**config.mk**
```make
export PLATFORM = sky130hd
export DESIGN_NAME = uart_rcvr
export DESIGN_NICKNAME = d
export VERILOG_FILES = /design/src/rtl/uart_ip_pkg.sv /design/src/rtl/uart_sync.sv /design/src/rtl/uart_rcvr.sv
export SDC_FILE = /design/constraint.sdc
export NUM_CORES = 1
export LEC_CHECK = 0
export CAP_MARGIN = 20
export CORE_MARGIN = 3
export CORE_UTILIZATION = 63
export CTS_BUF_LIST = sky130_fd_sc_hd__clkbuf_2
export CTS_CLUSTER_SIZE = 12
export DETAILED_ROUTE_END_ITERATION = 10
export GPL_ROUTABILITY_DRIVEN = 1
export GPL_TIMING_DRIVEN = 0
export PLACE_DENSITY = 0.87
export SLEW_MARGIN = 20
export SYNTH_ARGS = -nofsm -noshare
export SYNTH_HDL_FRONTEND = slang
export SYNTH_HIERARCHICAL = 1
export SYNTH_SLANG_ARGS = --single-unit
```
**constraint.sdc**
```tcl
create_clock -name clk -period 3 [get_ports clk]
set_clock_uncertainty 0.05 [all_clocks]
set_input_delay 0.3 -clock clk [delete_from_list [all_inputs] [get_ports clk]]
set_output_delay 0.3 -clock clk [all_outputs]
set_load 0.02 [all_outputs]
```
**src/rtl/uart_ip_pkg.sv**
```systemverilog
// Shared definitions for the uart_ip receive and transmit stages.
package uart_ip_pkg;

    localparam int UART_DATA_W     = 8;
    localparam int UART_OVERSAMPLE = 16;

    // Receiver FSM states; BRK parks the receiver while the line is held low.
    typedef enum logic [2:0] {
        IDLE,
        START,
        DATA,
        PARITY,
        STOP,
        BRK
    } rcvr_state_t;

    // Expected parity bit for a data word: even parity makes the total count of
    // ones even, odd parity makes it odd. Narrower words are zero-extended.
    function automatic logic parity_calc(input logic [7:0] data, input logic odd);
        return (^data) ^ odd;
    endfunction

endpackage

```
**src/rtl/uart_sync.sv**
```systemverilog
// Multi-flop synchronizer for an asynchronous single-bit input.
module uart_sync #(
    parameter int   STAGES  = 2,
    parameter logic RST_VAL = 1'b1
) (
    input  logic clk,
    input  logic arst,
    input  logic d,
    output logic q
);

    logic [STAGES-1:0] sync_q;

    // Shift the raw input through STAGES flops; reset to the line's idle level.
    always_ff @(posedge clk or posedge arst) begin
        if (arst) begin
            sync_q <= {STAGES{RST_VAL}};
        end else begin
            sync_q <= {sync_q[STAGES-2:0], d};
        end
    end

    assign q = sync_q[STAGES-1];

endmodule

```
**src/rtl/uart_rcvr.sv**
```systemverilog
// UART receive stage: oversampled majority-vote bit recovery, single-entry
// holding register and parity/framing/overrun error pulses.
module uart_rcvr
    import uart_ip_pkg::*;
#(
    parameter int DATA_W      = UART_DATA_W,
    parameter int OVERSAMPLE  = UART_OVERSAMPLE,
    parameter int SYNC_STAGES = 2
) (
    input  logic              clk,
    input  logic              arst,
    input  logic              rcv_clk_en,
    input  logic              rx,
    input  logic              parity_en,
    input  logic              parity_odd,
    input  logic              stop2,
    output logic [DATA_W-1:0] rx_data,
    output logic              rx_valid,
    input  logic              rx_ack,
    output logic              parity_err,
    output logic              frame_err,
    output logic              overrun_err,
    output logic              busy
);

    // Holding-register handshake: rx_valid is high while rx_data holds an unread
    // byte. A cycle with rx_valid=1 and rx_ack=1 is a transfer and clears rx_valid
    // on the next edge; rx_ack while rx_valid=0 has no effect. A new frame always
    // loads; if it lands on a full register without a transfer in the same cycle
    // the old byte is lost and overrun_err pulses.

    localparam int TW = $clog2(OVERSAMPLE);
    localparam int BW = $clog2(DATA_W);

    localparam logic [TW-1:0] TICK_A    = TW'(OVERSAMPLE/2 - 1);
    localparam logic [TW-1:0] TICK_B    = TW'(OVERSAMPLE/2);
    localparam logic [TW-1:0] TICK_C    = TW'(OVERSAMPLE/2 + 1);
    localparam logic [TW-1:0] TICK_LAST = TW'(OVERSAMPLE - 1);
    localparam logic [BW-1:0] BIT_LAST  = BW'(DATA_W - 1);

    rcvr_state_t       state_q, state_d;
    logic              rx_s, rx_prev;
    logic [TW-1:0]     tick_cnt;
    logic [BW-1:0]     bit_cnt;
    logic              samp_a, samp_b;
    logic [DATA_W-1:0] shift_q;
    logic              par_en_q, par_odd_q, stop2_q;
    logic              stop_cnt;
    logic              par_bad_q;
    logic              load_pend;
    logic              start_det, at_mid, at_last, maj;
    logic [7:0]        par_data;

    uart_sync #(
        .STAGES  (SYNC_STAGES),
        .RST_VAL (1'b1)
    ) u_sync (
        .clk  (clk),
        .arst (arst),
        .d    (rx),
        .q    (rx_s)
    );

    // Falling edge of the synchronized line, seen on a baud tick.
    assign start_det = rcv_clk_en & rx_prev & ~rx_s;
    // The mid-bit decision tick uses the live sample as the third vote.
    assign at_mid    = rcv_clk_en & (tick_cnt == TICK_C);
    assign at_last   = rcv_clk_en & (tick_cnt == TICK_LAST);
    assign maj       = (samp_a & samp_b) | (samp_a & rx_s) | (samp_b & rx_s);
    assign par_data  = 8'(shift_q);
    assign busy      = (state_q != IDLE);

    // State register.
    always_ff @(posedge clk or posedge arst) begin
        if (arst) begin
            state_q <= IDLE;
        end else begin
            state_q <= state_d;
        end
    end

    // Next-state decode; every transition is qualified by a baud tick.
    always_comb begin
        state_d = state_q;
        case (state_q)
            IDLE:   if (start_det) state_d = START;
            START:  begin
                if (at_mid && maj) begin
                    state_d = IDLE;
                end else if (at_last) begin
                    state_d = DATA;
                end
            end
            DATA:   if (at_last && (bit_cnt == BIT_LAST)) state_d = par_en_q ? PARITY : STOP;
            PARITY: if (at_last) state_d = STOP;
            STOP:   begin
                if (at_mid) begin
                    if (!maj) begin
                        state_d = BRK;
                    end else if (!stop2_q || stop_cnt) begin
                        state_d = IDLE;
                    end
                end
            end
            BRK:    if (rcv_clk_en && rx_s) state_d = IDLE;
            default: state_d = IDLE;
        endcase
    end

    // Counters, sampling, shift register, holding register and error pulses.
    always_ff @(posedge clk or posedge arst) begin
        if (arst) begin
            rx_prev     <= 1'b1;
            tick_cnt    <= '0;
            bit_cnt     <= '0;
            samp_a      <= 1'b1;
            samp_b      <= 1'b1;
            shift_q     <= '0;
            par_en_q    <= 1'b0;
            par_odd_q   <= 1'b0;
            stop2_q     <= 1'b0;
            stop_cnt    <= 1'b0;
            par_bad_q   <= 1'b0;
            load_pend   <= 1'b0;
            rx_data     <= '0;
            rx_valid    <= 1'b0;
            parity_err  <= 1'b0;
            frame_err   <= 1'b0;
            overrun_err <= 1'b0;
        end else begin
            parity_err  <= 1'b0;
            frame_err   <= 1'b0;
            overrun_err <= 1'b0;

            if (rx_valid && rx_ack) begin
                rx_valid <= 1'b0;
            end

            // The load takes priority over a same-cycle transfer: the consumer
            // took the old byte, the new one is now waiting.
            if (load_pend) begin
                load_pend   <= 1'b0;
                rx_data     <= shift_q;
                rx_valid    <= 1'b1;
                parity_err  <= par_bad_q;
                overrun_err <= rx_valid & ~rx_ack;
            end

            if (rcv_clk_en) begin
                rx_prev  <= rx_s;
                if (tick_cnt == TICK_A) samp_a <= rx_s;
                if (tick_cnt == TICK_B) samp_b <= rx_s;
                tick_cnt <= (tick_cnt == TICK_LAST) ? '0 : tick_cnt + 1'b1;

                case (state_q)
                    IDLE: begin
                        tick_cnt <= '0;
                        if (start_det) begin
                            par_en_q  <= parity_en;
                            par_odd_q <= parity_odd;
                            stop2_q   <= stop2;
                            bit_cnt   <= '0;
                            stop_cnt  <= 1'b0;
                            par_bad_q <= 1'b0;
                        end
                    end
                    DATA: begin
                        if (at_mid)  shift_q[bit_cnt] <= maj;
                        if (at_last) bit_cnt <= bit_cnt + 1'b1;
                    end
                    PARITY: begin
                        if (at_mid) par_bad_q <= (maj != parity_calc(par_data, par_odd_q));
                    end
                    STOP: begin
                        if (at_mid) begin
                            if (!maj) begin
                                frame_err <= 1'b1;
                            end else if (!stop2_q || stop_cnt) begin
                                load_pend <= 1'b1;
                            end else begin
                                stop_cnt <= 1'b1;
                            end
                        end
                    end
                    BRK: tick_cnt <= '0;
                    default: ;
                endcase
            end
        end
    end

endmodule

```
* Word-level counts from Yosys, hierarchy flattened
Cells that the tools add are included.
** Storage, ports and cells
- Output and inout bits :: 13
- Flip-flop bits (word level) :: 41
** Cells by class
- Order comparisons :: 2
- Bitwise logic cells :: 13
- Add/subtract/negate cells :: 2
- Equal/unequal tests :: 22
- Reductions and logical operators :: 23
- Multiplexer cells :: 39
** Operator list (number)
- two-way mux 3 bit :: 12
- two-way mux 1 bit :: 19
- != test 2 bit (second input constant) :: 9
- one-hot mux 3 bit (6 select lines) :: 1
- equality test 4 bit (second input constant) :: 3
- equality test 3 bit (second input constant) :: 3
- AND 1 bit :: 8
- bitwise mux 8 bit :: 1
- two-way mux 4 bit :: 2
- AND reduction 4 bit :: 2
- nonzero test 2 bit :: 4
- XOR reduction 8 bit :: 1
- AND reduction 7 bit :: 1
- equality test 3 x 2 -> 1 bit (second input constant) :: 2
- != test 3 bit (second input constant) :: 2
- one-hot mux 3 bit (2 select lines) :: 1
- AND reduction 3 bit :: 2
- AND reduction 6 bit :: 1
- logical AND 1 bit :: 5
- adder 4 x 1 -> 4 bit (second input constant) :: 1
- equality test 4 x 3 -> 1 bit (second input constant) :: 1
- < comparator 3 x 4 -> 1 bit (second input constant) :: 1
- one-hot mux 1 bit (2 select lines) :: 2
- AND reduction 2 bit :: 2
- other kinds (13) :: 15

* Logic depth before layout (Yosys ltp)
- Depth after elaboration :: 7
- Gate-level depth with buffers :: 7
- Depth with buffers taken out :: 7

* By module
The synthesis kept the hierarchy.
** Modules (own cells, without submodules)
- uart_rcvr :: area each 1998.2 um^2, times used 1, cells an instance 182
- uart_sync :: area each 56.3 um^2, times used 1, cells an instance 3

* Worst setup path before layout
OpenSTA, ideal clock, no wires.
- Path type :: register -> register
- Start point :: register tick_cnt[1]
- End point :: register state_q[1]
- Arrival time :: 1704 ps
- Buffers on the path :: 0
- Stages on the path, launching flop included :: 8
- Path slack :: 1121 ps
- Path through :: dfrtp_1 -> inv_1 -> ha_1 -> and4b_1 -> nand2_2 -> o2111a_1 -> nor3_4 -> mux2_4
** On the way
- Cells in the longest elaborated chain, start to end :: 5
- Elaborated cells between the ends (all ways) :: 13
- Classes of those cells :: eq/ne: 6; mux: 2; bitwise: 2; reduce/logical: 3
** RTL lines
- start, declared :: RTL line uart_rcvr.sv:43 : logic [TW-1:0] tick_cnt;
- start signal, assigned :: RTL line uart_rcvr.sv:153 : tick_cnt <= (tick_cnt == TICK_LAST) ? '0 : tick_cnt + 1'b1;
- equality test 4 bit, on equally long branches :: RTL line uart_rcvr.sv:67, uart_rcvr.sv:68
- AND 1 bit, on equally long branches :: RTL line uart_rcvr.sv:67, uart_rcvr.sv:68
- logical AND 1 bit, on equally long branches :: RTL line uart_rcvr.sv:88, uart_rcvr.sv:94
- != test 3 bit (no source line), or another cell as far along
- AND reduction 7 bit (no source line) or one-hot mux 3 bit (6 select lines) (tied branches)
- end signal, assigned :: RTL line uart_rcvr.sv:78 : state_q <= state_d;
- end, declared :: RTL line uart_rcvr.sv:41 : rcvr_state_t state_q, state_d;
Several ways; a longest one is shown, not always the timed one.
A chain may end at the register's enable or synchronous reset.

* Final worst setup path
- Start point :: register state_q[1]
- End point :: output busy
** On the way
- Cells in the longest elaborated chain, start to end :: 1
** RTL lines
- nonzero test 3 bit :: RTL line uart_rcvr.sv:71 : assign busy = (state_q != IDLE);
- end, declared :: RTL line uart_rcvr.sv:23 : output logic busy
No other way between the ends.

==> impl_results.md <==
- Worst Setup End Kind: output pin
- Setup Buffers After CTS: 0
- RSZ-0062 raised after global routing: no
- Max_cap viols: 0
- Fmax: 430.1 MHz
- Leak: 1.063 nW
- Nets: about 220
- Share of post-route cells with drive strength above 1: 22.27%
- Routed via count: 1442
- Core Util, Final: 75.81%
- N_diodes: 0
- DRT antenna net count: 0
- Final Slew Violations: 0
- Clk sinks: 41
- Placed inst area: 0.002300 mm^2
- Initial antenna violation count: 0
- Mapped Nets: 198
- Area of the mapped netlist: slightly above 0.002 mm^2
- Commonest non-fill, non-tap cell in the layout: dfrtp_1
- VDD IR max: 488.0 uV
- Worst-Margin Slew: 0.7858 ns
- Fill count: 224
- Finish-stage setup viols: 0
- Die Height: 63.11 um
- Final Wtd Congestion: 0.8824
- Most frequent cells in the layout: dfrtp_1, mux2_2, clkdlybuf4s50_1
- Critical path arrival: just under 2 ns
- CTS tree: yes
- Vias in the first global route: between 1000 and 1500
- Worst hold slack: 0.1819 ns
- Area occupied by multi-input gates: 933.4 um^2
- Drt via density: about 5.7
- Register area: around 0.0010 mm^2
- Worst Path Max Fanout: 10
- Setup crit start kind: flop
- CP required: 2.65 ns
- Fin crit share: 77.51%
- Yosys Warn Count: 6
- Register bit count reported by yosys: ~40
- Syn Inst Count: 185
- Post-layout min period: 2.325 ns
- Port Buffers: 19
- PnR worst setup slack: 0.6747 ns
- Initial DRC Count: ~90
- Remaining DRCs: 0
- Hold Crit Class: in -> reg
- Core Footprint: 0.003078 mm^2
- R2r startpoint: tick_cnt[1]$_DFFE_PP0P_
- Clk buf depth: 2
- Starting Density: 66.75%
- Gr usage total: 22.53%
- CTS H-Tree Depth: 2
- Number of flops mapped to enable cells by yosys: 0
- Hold Crit Start: rcv_clk_en
- Synth unique cells: 44
- DP HPWL: 2882 um
- Clock transition at path regs: around 0.18 ns
- Slew Limit Headroom: 47.54%
- Setup TNS Final: 0 ns
- First-pass GRT wire length: 7017 um
- CTS buffer count: 5
- Largest net degree at the start of global routing: 40
- Die Area: 0.003982 mm^2
- Die width: roughly 63 um
- # hold bufs at CTS: 0
- PwrDens: around 640 mW/mm^2
- Post_cts resized: 0
- WS Path Type: reg -> out
- Clk Latency, worst-skew pair: 0.38 ns
- Overflow after GRT: 0
- Syn_area_per_cell: approximately 11 um^2
- Clock Tree Root: clkbuf_2
- Synth-to-layout area growth: 13.58%
- Drt wl/cell: roughly 15 um
- Hold Vio Cnt, Final: 0
- Sequential fraction of the synthesis area: 50.24%
- Fin area: 0.002333 mm^2
- First-pass iteration count of the detailed router: 4
- Io pins: 21
- Row cnt: 20
- Pre-CTS setup slack: 0.9454 ns
- Drt total wl: 3920 um
- Status: finished clean
- Post-synth ARST share: between 90% and 100%
- Crit path launch: state_q[1]$_DFFE_PP0P_
- Predominant post-synthesis flop cell: dfrtp_1
cells in the mapped netlist, types with 3 or more instances:
cell      instances  area share, %
nand3_1           3           0.73
nor2_1            7            1.3
a21oi_1           5            1.2
nor2b_1           3           0.91
buf_2             5            1.2
nand3b_1          3            1.1
inv_1            12            2.2
xnor2_1           8            3.4
nor3_1            3           0.73
mux2_2           19             10
ha_1              5            3.0
dfrtp_1          36             44
o22ai_1           5            1.5
dfstp_2           5            6.4
nand2_1          17            3.1
clkbuf_1          3           0.55
o21ai_0          10            2.4
final cells by class:
type,instances,area share [%]
flip-flops and latches,41,44.24
clock buffers,6,1.287
plain buffers,9,1.877
repair buffers,19,8.150
inverters,12,1.930
clock inverters,1,0.1609
multi-input cells,123,40.00
well taps,44,2.359
power breakdown:
group | switching (mW) | internal, mW | total [mW]
registers | 0.0742 | 0.642 | 0.717
logic | 0.309 | 0.256 | 0.565
clock network | 0.163 | 0.0544 | 0.217
cell families after synthesis:
family	count (synthesis)	share of synthesized area, %
simple gates	55	15.71
flops	41	50.24
compound gates	28	8.405
mux	24	13.46
buf+inv	21	4.324
xor+xnor	10	4.263
fa+ha+maj	6	3.593
worst paths after layout:
kind	to	slack (ns)	cells past startpoint
worst max-delay path	busy	0.67	3
worst min-delay path	rx_prev$_DFFE_PP1P_	0.18	3
worst max register to register	state_q[2]$_DFFE_PP0P_	0.93	7
worst min register to register	u_sync/sync_q[1]$_DFF_PP1_	0.32	0
max in group asynchronous	bit_cnt[1]$_DFFE_PP0P_	2.07	2
min in group asynchronous	u_sync/sync_q[0]$_DFF_PP1_	0.21	2
metrics by stage:
stage | std cells | power (mW)
finish | 255 | 1.499
global route | 255 | 1.607
CTS | 255 | 1.499
detailed placement | 248 | 1.283
global placement | 248 | 1.247
floorplan | 185 | 1.148
worst max-delay path, cell delays in order (launching register included):
cell and delay (ns):
dfrtp_1 0.43, buf_2 0.19, or3_1 0.42, clkdlybuf4s50_1 0.56
flip-flops by register name, summed over array words and instances, names as in the netlist:
register / count
tick_cnt: 4
frame_err: 1
par_en_q: 1
stop2_q: 1
samp_a: 1
rx_valid: 1
overrun_err: 1
state_q: 3
samp_b: 1
rx_prev: 1
load_pend: 1
u_sync/sync_q: 2
rx_data: 8
bit_cnt: 3
par_data: 8
parity_err: 1
stop_cnt: 1
par_bad_q: 1
par_odd_q: 1
per-layer routing:
layer  routed length [um]  vias to the layer above  GRT usage (%)
met1                 1623                      704          26.63
met3                  184                        9          5.526
li1                     -                      691              -
met2                 2044                       38          39.92
met5                    0                        -              0
met4                   68                        0          7.438
(Power assumes the default switching activity.)
